File: src/rtl/apb_requester_pkg.sv
// Shared types and field positions for the stream-to-APB requester.
package apb_requester_pkg;

   typedef enum logic [2:0] {
      S_IDLE,
      S_ADDR,
      S_WDATA,
      S_SETUP,
      S_ACCESS,
      S_RDATA,
      S_STATUS,
      S_DRAIN
   } state_e;

   localparam int unsigned HDR_WRITE_BIT = 31;
   localparam int unsigned HDR_COUNT_LSB = 0;
   localparam int unsigned HDR_COUNT_W   = 8;

   localparam int unsigned ST_ERR_BIT    = 31;
   localparam int unsigned ST_TO_BIT     = 30;
   localparam int unsigned ST_FR_BIT     = 29;
   localparam int unsigned ST_BEATS_W    = 9;

   function automatic logic [31:0] status_word(input logic err, input logic to,
                                               input logic fr, input logic [ST_BEATS_W-1:0] beats);
      logic [31:0] w;
      w = '0;
      w[ST_ERR_BIT] = err;
      w[ST_TO_BIT]  = to;
      w[ST_FR_BIT]  = fr;
      w[ST_BEATS_W-1:0] = beats;
      return w;
   endfunction

endpackage

File: src/rtl/axis_apb_requester.sv
// Executes command frames from a 32-bit stream as APB transfers and returns response frames.
// Optional ACCESS-phase timeout enabled by defining APB_REQUESTER_TIMEOUT_EN.
module axis_apb_requester
   import apb_requester_pkg::*;
#(
   parameter int unsigned ADDR_WIDTH     = 32,
   parameter int unsigned TIMEOUT_CYCLES = 1024
) (
   input  logic                  clk,
   input  logic                  rst,
   input  logic                  cmd_tvalid,
   output logic                  cmd_tready,
   input  logic                  cmd_tlast,
   input  logic [31:0]           cmd_tdata,
   output logic                  rsp_tvalid,
   input  logic                  rsp_tready,
   output logic                  rsp_tlast,
   output logic [31:0]           rsp_tdata,
   output logic                  psel,
   output logic                  penable,
   output logic                  pwrite,
   output logic [ADDR_WIDTH-1:0] paddr,
   output logic [31:0]           pwdata,
   output logic [3:0]            pstrb,
   input  logic [31:0]           prdata,
   input  logic                  pready,
   input  logic                  pslverr,
   output logic                  busy
);

   state_e                  state_q;
   logic                    wr_q, last_q, err_q, to_q, fr_q, busy_q;
   logic [HDR_COUNT_W-1:0]  cnt_q;
   logic [ST_BEATS_W-1:0]   beats_q;
   logic                    psel_q, penable_q, pwrite_q;
   logic [ADDR_WIDTH-1:0]   paddr_q;
   logic [31:0]             pwdata_q, rsp_tdata_q;
   logic [3:0]              pstrb_q;
   logic                    rsp_tvalid_q, rsp_tlast_q;
   logic                    timeout_hit, beat_fail, is_final;

`ifdef APB_REQUESTER_TIMEOUT_EN
   localparam int unsigned TO_W = $clog2(TIMEOUT_CYCLES + 1);
   logic [TO_W-1:0] to_cnt_q;

   always_ff @(posedge clk or posedge rst) begin
      if (rst)                     to_cnt_q <= '0;
      else if (state_q == S_SETUP)  to_cnt_q <= '0;
      else if (state_q == S_ACCESS) to_cnt_q <= to_cnt_q + TO_W'(1);
   end

   assign timeout_hit = (state_q == S_ACCESS) && !pready &&
                        (to_cnt_q == TO_W'(TIMEOUT_CYCLES - 1));
`else
   assign timeout_hit = 1'b0;
`endif

   assign beat_fail  = timeout_hit || (pready && pslverr);
   assign is_final   = (beats_q == {1'b0, cnt_q});
   assign cmd_tready = !rst && (state_q inside {S_IDLE, S_ADDR, S_WDATA, S_DRAIN});

   assign psel       = psel_q;
   assign penable    = penable_q;
   assign pwrite     = pwrite_q;
   assign paddr      = paddr_q;
   assign pwdata     = pwdata_q;
   assign pstrb      = pstrb_q;
   assign rsp_tvalid = rsp_tvalid_q;
   assign rsp_tlast  = rsp_tlast_q;
   assign rsp_tdata  = rsp_tdata_q;
   assign busy       = busy_q;

   always_ff @(posedge clk or posedge rst) begin
      if (rst) begin
         state_q      <= S_IDLE;
         wr_q         <= 1'b0;
         last_q       <= 1'b0;
         err_q        <= 1'b0;
         to_q         <= 1'b0;
         fr_q         <= 1'b0;
         busy_q       <= 1'b0;
         cnt_q        <= '0;
         beats_q      <= '0;
         psel_q       <= 1'b0;
         penable_q    <= 1'b0;
         pwrite_q     <= 1'b0;
         paddr_q      <= '0;
         pwdata_q     <= '0;
         pstrb_q      <= '0;
         rsp_tvalid_q <= 1'b0;
         rsp_tlast_q  <= 1'b0;
         rsp_tdata_q  <= '0;
      end else begin
         case (state_q)
            S_IDLE: if (cmd_tvalid) begin
               wr_q    <= cmd_tdata[HDR_WRITE_BIT];
               cnt_q   <= cmd_tdata[HDR_COUNT_LSB +: HDR_COUNT_W];
               beats_q <= '0;
               err_q   <= cmd_tlast;
               fr_q    <= cmd_tlast;
               to_q    <= 1'b0;
               busy_q  <= 1'b1;
               if (cmd_tlast) begin
                  state_q      <= S_STATUS;
                  rsp_tvalid_q <= 1'b1;
                  rsp_tlast_q  <= 1'b1;
                  rsp_tdata_q  <= status_word(1'b1, 1'b0, 1'b1, '0);
               end else begin
                  state_q <= S_ADDR;
               end
            end
            S_ADDR: if (cmd_tvalid) begin
               paddr_q <= cmd_tdata[ADDR_WIDTH-1:0];
               if (wr_q && cmd_tlast) begin
                  err_q        <= 1'b1;
                  fr_q         <= 1'b1;
                  state_q      <= S_STATUS;
                  rsp_tvalid_q <= 1'b1;
                  rsp_tlast_q  <= 1'b1;
                  rsp_tdata_q  <= status_word(1'b1, 1'b0, 1'b1, '0);
               end else if (wr_q) begin
                  state_q <= S_WDATA;
               end else if (cmd_tlast) begin
                  pwrite_q <= 1'b0;
                  pstrb_q  <= 4'h0;
                  psel_q   <= 1'b1;
                  state_q  <= S_SETUP;
               end else begin
                  err_q   <= 1'b1;
                  fr_q    <= 1'b1;
                  state_q <= S_DRAIN;
               end
            end
            S_WDATA: if (cmd_tvalid) begin
               pwdata_q <= cmd_tdata;
               last_q   <= cmd_tlast;
               pwrite_q <= 1'b1;
               pstrb_q  <= 4'hF;
               psel_q   <= 1'b1;
               state_q  <= S_SETUP;
            end
            S_SETUP: begin
               penable_q <= 1'b1;
               state_q   <= S_ACCESS;
            end
            S_ACCESS: if (pready || timeout_hit) begin
               psel_q    <= 1'b0;
               penable_q <= 1'b0;
               if (beat_fail) begin
                  // A write whose word was not the frame end must still swallow the rest of the frame.
                  err_q <= 1'b1;
                  to_q  <= timeout_hit;
                  if (wr_q && !last_q) begin
                     state_q <= S_DRAIN;
                  end else begin
                     state_q      <= S_STATUS;
                     rsp_tvalid_q <= 1'b1;
                     rsp_tlast_q  <= 1'b1;
                     rsp_tdata_q  <= status_word(1'b1, timeout_hit, 1'b0, beats_q);
                  end
               end else begin
                  beats_q <= beats_q + 9'd1;
                  paddr_q <= paddr_q + ADDR_WIDTH'(4);
                  if (!wr_q) begin
                     state_q      <= S_RDATA;
                     rsp_tvalid_q <= 1'b1;
                     rsp_tlast_q  <= 1'b0;
                     rsp_tdata_q  <= prdata;
                  end else if (last_q) begin
                     err_q        <= !is_final;
                     fr_q         <= !is_final;
                     state_q      <= S_STATUS;
                     rsp_tvalid_q <= 1'b1;
                     rsp_tlast_q  <= 1'b1;
                     rsp_tdata_q  <= status_word(!is_final, 1'b0, !is_final, beats_q + 9'd1);
                  end else if (is_final) begin
                     err_q   <= 1'b1;
                     fr_q    <= 1'b1;
                     state_q <= S_DRAIN;
                  end else begin
                     state_q <= S_WDATA;
                  end
               end
            end
            S_RDATA: if (rsp_tready) begin
               if (beats_q == ({1'b0, cnt_q} + 9'd1)) begin
                  state_q     <= S_STATUS;
                  rsp_tlast_q <= 1'b1;
                  rsp_tdata_q <= status_word(1'b0, 1'b0, 1'b0, beats_q);
               end else begin
                  rsp_tvalid_q <= 1'b0;
                  psel_q       <= 1'b1;
                  state_q      <= S_SETUP;
               end
            end
            S_STATUS: if (rsp_tready) begin
               rsp_tvalid_q <= 1'b0;
               rsp_tlast_q  <= 1'b0;
               busy_q       <= 1'b0;
               state_q      <= S_IDLE;
            end
            S_DRAIN: if (cmd_tvalid && cmd_tlast) begin
               state_q      <= S_STATUS;
               rsp_tvalid_q <= 1'b1;
               rsp_tlast_q  <= 1'b1;
               rsp_tdata_q  <= status_word(err_q, to_q, fr_q, beats_q);
            end
            default: state_q <= S_IDLE;
         endcase
      end
   end

endmodule

File: config.mk
export PLATFORM = sky130hd
export DESIGN_NAME = axis_apb_requester
export DESIGN_NICKNAME = d
export VERILOG_FILES = /design/src/rtl/apb_requester_pkg.sv /design/src/rtl/axis_apb_requester.sv
export SDC_FILE = /design/constraint.sdc
export NUM_CORES = 1
export LEC_CHECK = 0
export ABC_AREA = 0
export ABC_CLOCK_PERIOD_IN_PS = 4900
export CORE_MARGIN = 2
export CORE_UTILIZATION = 49
export DETAILED_ROUTE_END_ITERATION = 10
export GPL_ROUTABILITY_DRIVEN = 0
export PLACE_DENSITY = 0.88
export SETUP_SLACK_MARGIN = 0.5
export SYNTH_ARGS = -nofsm -noshare
export SYNTH_HDL_FRONTEND = slang
export SYNTH_SLANG_ARGS = --single-unit
File: constraint.sdc
create_clock -name clk -period 4.9 [get_ports clk]
set_input_delay 0.98 -clock clk [delete_from_list [all_inputs] [get_ports clk]]
set_output_delay 0.98 -clock clk [all_outputs]
set_load 0.005 [all_outputs]
* After elaboration in Yosys (flattened, before gate mapping)
Cells that the tools add are included.
Operators by class: muxes and demuxes 98, eq/ne operators 33, reductions and logical operators 34, $add $sub $neg 3
Operators by type and width (count):
- $mux W32 | 15
- $pmux W32 S5 | 1
- $pmux W32 S2 | 1
- $mux W3 | 16
- $mux W1 | 45
- $add A32 B3 Y32 const B | 1
- $ne A2 B2 Y1 const B | 15
- $mux W9 | 3
- $pmux W3 S8 | 1
- $reduce_and A12 Y1 | 2
- $mux W4 | 5
- $pmux W9 S2 | 1
- $reduce_and A9 Y1 | 2
- $eq A3 B3 Y1 const B | 4
- $pmux W1 S6 | 2
- $reduce_and A4 Y1 | 3
- $reduce_and A11 Y1 | 1
- $reduce_bool A2 Y1 | 5
- $add A8 B1 Y9 const B | 1
- $add A9 B1 Y9 const B | 1
- $eq A9 B8 Y1 | 1
- $eq A9 B9 Y1 | 1
- $ne A3 B3 Y1 const B | 3
- $ne A4 B4 Y1 const B | 2
- 20 further kinds | 36
Storage, ports and cells: register bits 131, output and inout port bits 107, word-level logic and storage cells 186, input port bits 71

* Longest topological paths before layout
Gate-level depths: netlist of run 1.
depth in word-level cells 7, depth in mapped cells 9, depth with buffers taken out 7

* Worst setup path after synthesis of run 1
OpenSTA, ideal clock, no wires.
path kind input to register, start point in cmd_tlast, end point reg rsp_tdata_q[0] (netlist: rsp_tdata[0]), required time 4775 ps, library setup time 125 ps, arrival time 2569 ps, path buffers 2, setup slack 2206 ps, cell stages on the path 8, cells stage by stage buf_2 -> or3b_1 -> a32oi_1 -> nor3b_2 -> o311a_2 -> o21ai_2 -> buf_6 -> mux2_2
Between the ends: word-level cells in the longest chain between the ends 3, elaborated cells between the ends (all ways) 6, those cells by class 3 x eq/ne; 3 x reduce/logical
RTL lines:
- start, declared | line axis_apb_requester.sv:13 | input logic cmd_tlast,
- $logic_and A1 B1 Y1 (on tied branches) | line axis_apb_requester.sv:202, axis_apb_requester.sv:114
- $ne A2 B1 Y1 (no source line)
- $reduce_and A11 Y1 (no source line) *
- end signal, assigned | line axis_apb_requester.sv:175 | rsp_tdata_q <= status_word(!is_final, 1'b0, !is_final, beats_q + 9'd1);
- end signal, assigned | line axis_apb_requester.sv:189 | rsp_tdata_q <= status_word(1'b0, 1'b0, 1'b0, beats_q);
- end signal, assigned | line axis_apb_requester.sv:206 | rsp_tdata_q <= status_word(err_q, to_q, fr_q, beats_q);
- end, declared | line axis_apb_requester.sv:37 | logic [31:0] pwdata_q, rsp_tdata_q;
Mark *: on every way between the ends. The rest lies on a longest branch, timed or not. A chain may end at the register's enable or synchronous reset.

* Final worst setup path of run 1
start point in cmd_tlast, end point reg rsp_tdata_q[26] (netlist: rsp_tdata[26])
The elaborated chain is that of the path after synthesis.

==> results.md, run 1 <==
- Num ports: 178
- Die Area: 0.0146 mm2
- Final net count: 893
- Net count after synthesis: 744
- Outcome: finished, final reports clean
- Reg clk slew, reported paths: 60 ps
- Power Total: 5620 uW
- CTS buffer count: 17
- Critical path, cell by cell: clkdlybuf4s50_1 -> ha_1 -> nand4b_1 -> a32oi_1 -> nor3b_2 -> o311a_2 -> and2_1 -> a22o_1
- CP max FO: 21
- Placed cell count: 975
- Netlist Area Pre-Place: 0.00670 mm2
- Area growth syn-to-layout: 34.9%
- First-pass GRT wire length: 29.8 mm
- Max-capacitance violation count: 0
- HPWL reported at the end of detailed placement: 12.5 mm
- Final setup TNS: 0 ps
- Power per cell area: 622 mW/mm2
- Core Box Area: 0.0133 mm2
- Die X: 121 um
- Required @ worst endpoint: 5260 ps
- FILL cells: 1017
- Post-synth top flop: dfrtp_1
- Layout Utilization: 0.680
- Area share of the largest cell type after synthesis: 0.470
- Max Clock Skew: 9.75 ps
- Setup slack after layout: 1510 ps
- Maximum clock path buffer count: 2
- DR vias: 5952
- Postcts setup bufs: 0
- Total track usage: 0.260
- Worst skew pair latency: 430 ps
- Post-route ant nets: 0
- Peak per-stage delay on the critical path: 680 ps
- CTS sink count: 126
- CP Launch Type: input port
- Largest net degree at the start of global routing: 74
- # setup viols final: 0
- DRC: 0
- Initial antenna violation count: 0
- Worst slack, placed: 1150 ps
- Critical Path AT: 3750 ps
- Post-CTS sizing: 0
- Iter 0 DRT Violations: 486
- Final std cells w/o fill: 1007
- Final wirelength: 18.6 mm
- Fmax: 295 MHz
- CP delay by family, top: simple AND/OR/NAND/NOR gates
- # diodes: 0
- Post-synth EDFFs: 0
- Register area share after synthesis: 0.470
- Yosys top cell by area: dfrtp_1
- Worst Tran Pin Value: 1000 ps
- CP Capture Type: flip-flop
- PortBufs: 177
- CTS H-tree lvls: 4
- Reg2Reg Setup Slack: 1610 ps
- Tmin final: 3390 ps
- Count of cell types in the netlist: 76
- Row Count: 42
- Ys Warns: 0
- Root buffer cell: clkbuf_16
- Die Height: 121 um
- Hold crit path type: flip-flop to flip-flop
- Synth Register Bits: 126
- Initial Util: 0.504
- Post-synth ARST share: 1.00
- Fin. Hold Viols: 0
- Final Cycle Share: 0.691
- Length of the first detailed-routing pass in iterations: 8
- Max-slew headroom: 0.332
- Vias in the first global route: 5690
- Layout cells sized above 1: 0.137
- CP Class: input port to flip-flop
- Top cells by area, synth: dfrtp_1 (47%), mux2_2 (9.1%), a21oi_1 (4.0%)
- VDD IR max: 0.420 mV
- RSZ-0062 raised after global routing: false
- Vias/cell: 5.91
- Lkg Pwr: 0.00366 uW
- Syn_area_per_cell: 10.0 um2
- CTS tree: done
- CTS Hold Bufs: 0
- Total grt overflow: 0
- Buf+Inv Stages, Crit Path: 1
- Routed len/inst: 18.5 um
- Synthesized instance count: 669
- Final slew viol count: 0
- Critical-path top delay cell: clkdlybuf4s50_1
-- layout make-up --
type                       instances  area [um2]  share of cell area
inverter                          15        58.8             0.00650
timing repair buffer             184        1840               0.203
multi-input combinational        474        3210               0.355
clock buffer                      17         425              0.0470
sequential                       126        3150               0.349
clock inverter                    15         140              0.0155
tap                              176         220              0.0243
-- cells in the mapped netlist, types with 3 or more instances --
cell type  count
a21oi_1       53
a221o_1        6
a22o_1        22
a22oi_1        7
a2bb2oi_1      4
a31oi_1        7
a41oi_1        4
and2_1         5
and3_1         9
and4_1         3
buf_1          6
buf_2          9
buf_4          5
buf_6          3
clkbuf_1      24
clkbuf_8       5
dfrtp_1      126
ha_1           4
inv_1         15
mux2_2        54
nand2_1       46
nand2b_1       4
nand3_1       33
nand4_1        8
nor2_1        42
nor2b_1        4
nor3_1        11
o21a_1         3
o21ai_0       53
o22a_1         4
o22ai_1       12
o31ai_1        8
or3_1          5
xnor2_1       10
xor2_1         5
-- cell families after synthesis --
logic type	after synthesis	synth area share
AO/OA/AOI/OAI	208	0.204
buffers and inverters	69	0.0543
multiplexers	57	0.0959
adder cells (fa/ha/maj)	4	0.00747
flip-flops	126	0.470
XOR/XNOR	16	0.0220
AND/OR/NAND/NOR	189	0.146
-- stage by stage --
stage | hold WS [ps] | cell area, um2
after floorplan | 458 | 6700
after global placement | 474 | 8480
after detailed placement | 491 | 8480
after CTS | 506 | 9040
after global routing | 518 | 9040
final | 503 | 9040
-- worst register-to-register path, delay by kind of cell (launching register included) --
kind            cells  cell delay (ps)
compound gates      3             1050
buf+inv             2              760
flops               1              810
mux                 1              400
simple gates        1              140
-- worst paths after layout --
kind | start | endpoint | depth (start not counted)
setup / recovery | cmd_tlast | rsp_tdata[26]$_DFFE_PP0P_ | 8
hold / removal | pwdata[5]$_DFFE_PP0P_ | pwdata[5]$_DFFE_PP0P_ | 1
setup reg to reg | state_q[0]$_DFFE_PP0P_ | rsp_tdata[0]$_DFFE_PP0P_ | 7
hold reg to reg | pwdata[5]$_DFFE_PP0P_ | pwdata[5]$_DFFE_PP0P_ | 1
max in group asynchronous | rst | pwdata[18]$_DFFE_PP0P_ | 3
min in group asynchronous | rst | state_q[2]$_DFFE_PP0P_ | 2
-- layer usage --
layer	up-vias	share of wire	global-route usage
li1	2776	-	-
met1	2885	0.41	0.335
met2	262	0.49	0.415
met3	29	0.082	0.0832
met4	0	0.016	0.0843
met5	-	0	0
-- flip-flops by register name (all words and copies together) (netlist names), 3 cells and up --
| name | count |
|---|---|
| beats_q | 9 |
| cnt_q | 8 |
| paddr | 32 |
| pwdata | 32 |
| rsp_tdata | 32 |
| state_q | 3 |
-- power by group --
group	leakage, uW	internal [uW]	switching, uW	total (uW)
combinational	0.00184	1380	1120	2500
clock	0.000266	702	505	1210
sequential	0.00156	1470	445	1920
total	0.00366	3560	2070	5620
-- placed cells by master, fill, tap and decap left out, types with 4 or more instances in the layout --
cell type and n:
a221o_1 6, o21ai_0 53, nor3_1 11, nand2b_1 4, inv_1 14, xor2_1 5
nand4_1 8, buf_4 6, mux2_2 54, nand3_1 33, clkbuf_16 17, xnor2_1 10
o22ai_1 12, a2bb2oi_1 4, clkinvlp_4 4, nor2_1 42, or3_1 5, dfrtp_1 126
and3_1 9, a41oi_1 4, a22o_1 22, and2_1 5, a21oi_1 52, o22a_1 4
ha_1 4, clkinv_4 5, clkdlybuf4s50_1 177, o31ai_1 8, nand2_1 46, a31oi_1 7
a22oi_1 7
(Power assumes the default switching activity.)
==> inputs of run 2 (changes only) <==
--- a/config.mk
+++ b/config.mk
@@ -6,7 +6,7 @@
 export NUM_CORES = 1
 export LEC_CHECK = 0
 export ABC_AREA = 0
-export ABC_CLOCK_PERIOD_IN_PS = 4900
+export ABC_CLOCK_PERIOD_IN_PS = 3500
 export CORE_MARGIN = 2
 export CORE_UTILIZATION = 49
 export DETAILED_ROUTE_END_ITERATION = 10
==> constraint.sdc (replaced) <==
create_clock -name clk -period 3.5 [get_ports clk]
set_input_delay 0.7 -clock clk [delete_from_list [all_inputs] [get_ports clk]]
set_output_delay 0.7 -clock clk [all_outputs]
set_load 0.005 [all_outputs]
==> run 2 against run 1 <==
Global-route usage is 0.73 points lower. Via count rose by 1.9%. Power rose by 43%. Clock-buffer cell count did not move. Worst setup slack got worse by 860 ps. Final area up 1.2%. Hold slack is essentially flat. Non-clock buffer count is 8 higher. Largest power group unchanged. Largest cell class unchanged. Core utilization is 0.81 points higher. Critical path type unchanged.
==> results.md, run 2 (same netlist as run 1, synthesis figures left out) <==
- Outcome: finished, final reports clean
- Lkg Pwr: 0.00372 uW (+1.7%)
- Peak per-stage delay on the critical path: 740 ps (+60 ps)
- Buf+Inv Stages, Crit Path: 2 (+1)
- Sw frac: 0.359 (-0.00884)
- Routed len/inst: 18.1 um (-1.9%)
- Final wirelength: 18.4 mm (-1.2%)
- Worst skew pair latency: 420 ps (about the same)
- Final slew viol count: 0 (unchanged)
- Worst r2r src: state_q[2]$_DFFE_PP0P_
- Worst Tran Pin Value: 712 ps (-288 ps)
- Vias/cell: 5.98 (+1.1%)
- Largest net degree at the start of global routing: 127 (+72%)
- Critical path, cell by cell: clkdlybuf4s50_1 -> a2111oi_1 -> nor3b_2 -> o311a_2 -> o21ai_2 -> buf_4 -> mux2_2
- Post-CTS sizing: 0 (unchanged)
- Die Area: 0.0146 mm2 (unchanged)
- Register area: 0.00315 mm2 (about the same)
- Initial Util: 0.504 (unchanged)
- # diodes: 0 (unchanged)
- Pint: 5180 uW (+45%)
- Max-slew headroom: 0.523 (+0.191)
- Die Height: 121 um (unchanged)
- Min-Delay Endpoint: pwdata[11]$_DFFE_PP0P_
- CP Class: input port to flip-flop
- Met3 wire length: 1.44 mm (-5.0%)
- FILL cells: 989 (-2.8%)
- Die X: 121 um (unchanged)
- Hold Path Origin: pwdata[11]$_DFFE_PP0P_
- Root buffer cell: clkbuf_16
- Post-route ant nets: 0 (unchanged)
- M1 WL: 7.42 mm (-3.1%)
- Final Cycle Share: 0.812
- Fmax: 352 MHz
- Final net count: 901 (+0.90%)
- Comb power frac: 0.443 (about the same)
- Seq pwr share: 0.328 (-0.013)
- Critical-path top delay cell: a2111oi_1
- VDD IR max: 0.579 mV (+38%)
- Reg2Reg Setup Slack: 790 ps (-820 ps)
- R2r worst-path depth: 8 (+1)
- Row Count: 42 (unchanged)
- Worst flop-to-flop path endpoint: rsp_tdata[1]$_DFFE_PP0P_
- Commonest non-fill, non-tap cell in the layout: clkdlybuf4s50_1
- # setup viols final: 0 (unchanged)
- CTS Hold Bufs: 0 (unchanged)
- Layout cells sized above 1: 0.147 (+0.00942)
- Total grt overflow: 0 (unchanged)
- Most frequent cells in the layout: clkdlybuf4s50_1 (177), dfrtp_1 (125), mux2_2 (54)
- Reg clk slew, reported paths: 60 ps (about the same)
- CTS tree: done
- CTS buffer count: 17 (unchanged)
- CP delay by family, top: compound AO/OA/AOI/OAI gates
- Iter 0 DRT Violations: 644 (+33%)
- Hold crit path type: flip-flop to flip-flop
- Max Used Layer: met4
- Length of the first detailed-routing pass in iterations: 8 (unchanged)
- Worst Setup SP: cmd_tvalid
- Total track usage: 0.252 (-0.00727)
- First-pass GRT wire length: 29.4 mm (-1.3%)
- Vias in the first global route: 5807 (+2.1%)
- Max Clock Skew: 6.47 ps (-3.29 ps)
- Clk pwr share: 0.228 (+0.013)
- HPWL reported at the end of detailed placement: 12.2 mm (-2.1%)
- Worst Hold Depth: 1 (unchanged)
- CP max FO: 32 (+52%)
- Multi-input logic area: 0.00321 mm2 (unchanged)
- Power per cell area: 882 mW/mm2 (+42%)
- CP Capture Type: flip-flop
- Power Total: 8070 uW (+43%)
- CP Launch Type: input port
- Postcts setup bufs: 0 (unchanged)
- PortBufs: 177 (unchanged)
- Final setup TNS: 0 ps (unchanged)
- CTS H-tree lvls: 4 (unchanged)
- CTS sink count: 126 (unchanged)
- DRC: 0 (unchanged)
- Core Box Area: 0.0133 mm2 (unchanged)
- Num ports: 178 (unchanged)
- Required @ worst endpoint: 3800 ps (-1460 ps)
- Met2 wire len: 9.19 mm (+0.79%)
- RSZ-0062 raised after global routing: false
- DR vias: 6066 (+1.9%)
- Maximum clock path buffer count: 2 (unchanged)
- Fin. Hold Viols: 0 (unchanged)
- Critical Path AT: 3140 ps (-610 ps)
- Tmin final: 2840 ps
- Worst hold margin: 504 ps (+0.398 ps)
- Initial antenna violation count: 0 (unchanged)
- Max-capacitance violation count: 0 (unchanged)
- Area growth syn-to-layout: 36.5%
- P_sw: 2890 uW (+40%)
-- run 2: worst reg2reg max path, stage by stage (launching register included) --
cell     delay, ps
dfrtp_2        490
buf_4          220
or3b_1         500
o21ai_1        280
nor3b_2        100
o311a_2        190
o21ai_2         70
buf_4          350
mux2_2         400
-- run 2: how the worst max path moves through the flow --
stage	endpoint	cells past startpoint
6_report	rsp_tdata[1]$_DFFE_PP0P_	7
5_1_grt	rsp_tdata[2]$_DFFE_PP0P_	7
4_1_cts	rsp_tdata[1]$_DFFE_PP0P_	8
3_5_place_dp	rsp_tdata[1]$_DFFE_PP0P_	7
3_3_place_gp	rsp_tdata[1]$_DFFE_PP0P_	7
2_1_floorplan	rsp_tdata[0]$_DFFE_PP0P_	8
-- run 2: power groups by stage --
stage,registers (uW),logic (uW),clock network [uW]
after detailed placement,2650,3550,0
after global placement,2620,3470,0
after CTS,2640,3590,1860
after global routing,2750,3880,1930
after floorplan,2540,2030,0
final,2650,3580,1840
-- run 2: layer usage --
metal | vias up | global-route usage
li1 | 2789 | -
met1 | 3003 | 0.314
met4 | 0 | 0.0749
met3 | 24 | 0.0780
met5 | - | 0
met2 | 250 | 0.422
-- run 2: cell type report --
class / count / share of cell area
Multi-Input combinational cell: 474 / 0.351
Inverter: 15 / 0.00656
Tap cell: 176 / 0.0241
Clock buffer: 17 / 0.0465
Clock inverter: 15 / 0.0202
Sequential cell: 126 / 0.345
Timing Repair Buffer: 192 / 0.207
-- run 2: metrics by stage --
stage | worst slack (ps) | area, um2 | std cells | util
after floorplan | 1090 | 6710 | 669 | -
after detailed placement | 267 | 8540 | 983 | 0.642
final | 657 | 9150 | 1015 | 0.688
after CTS | 681 | 9150 | 1015 | 0.688
after global placement | 403 | 8540 | 983 | 0.642
after global routing | 546 | 9150 | 1015 | 0.688
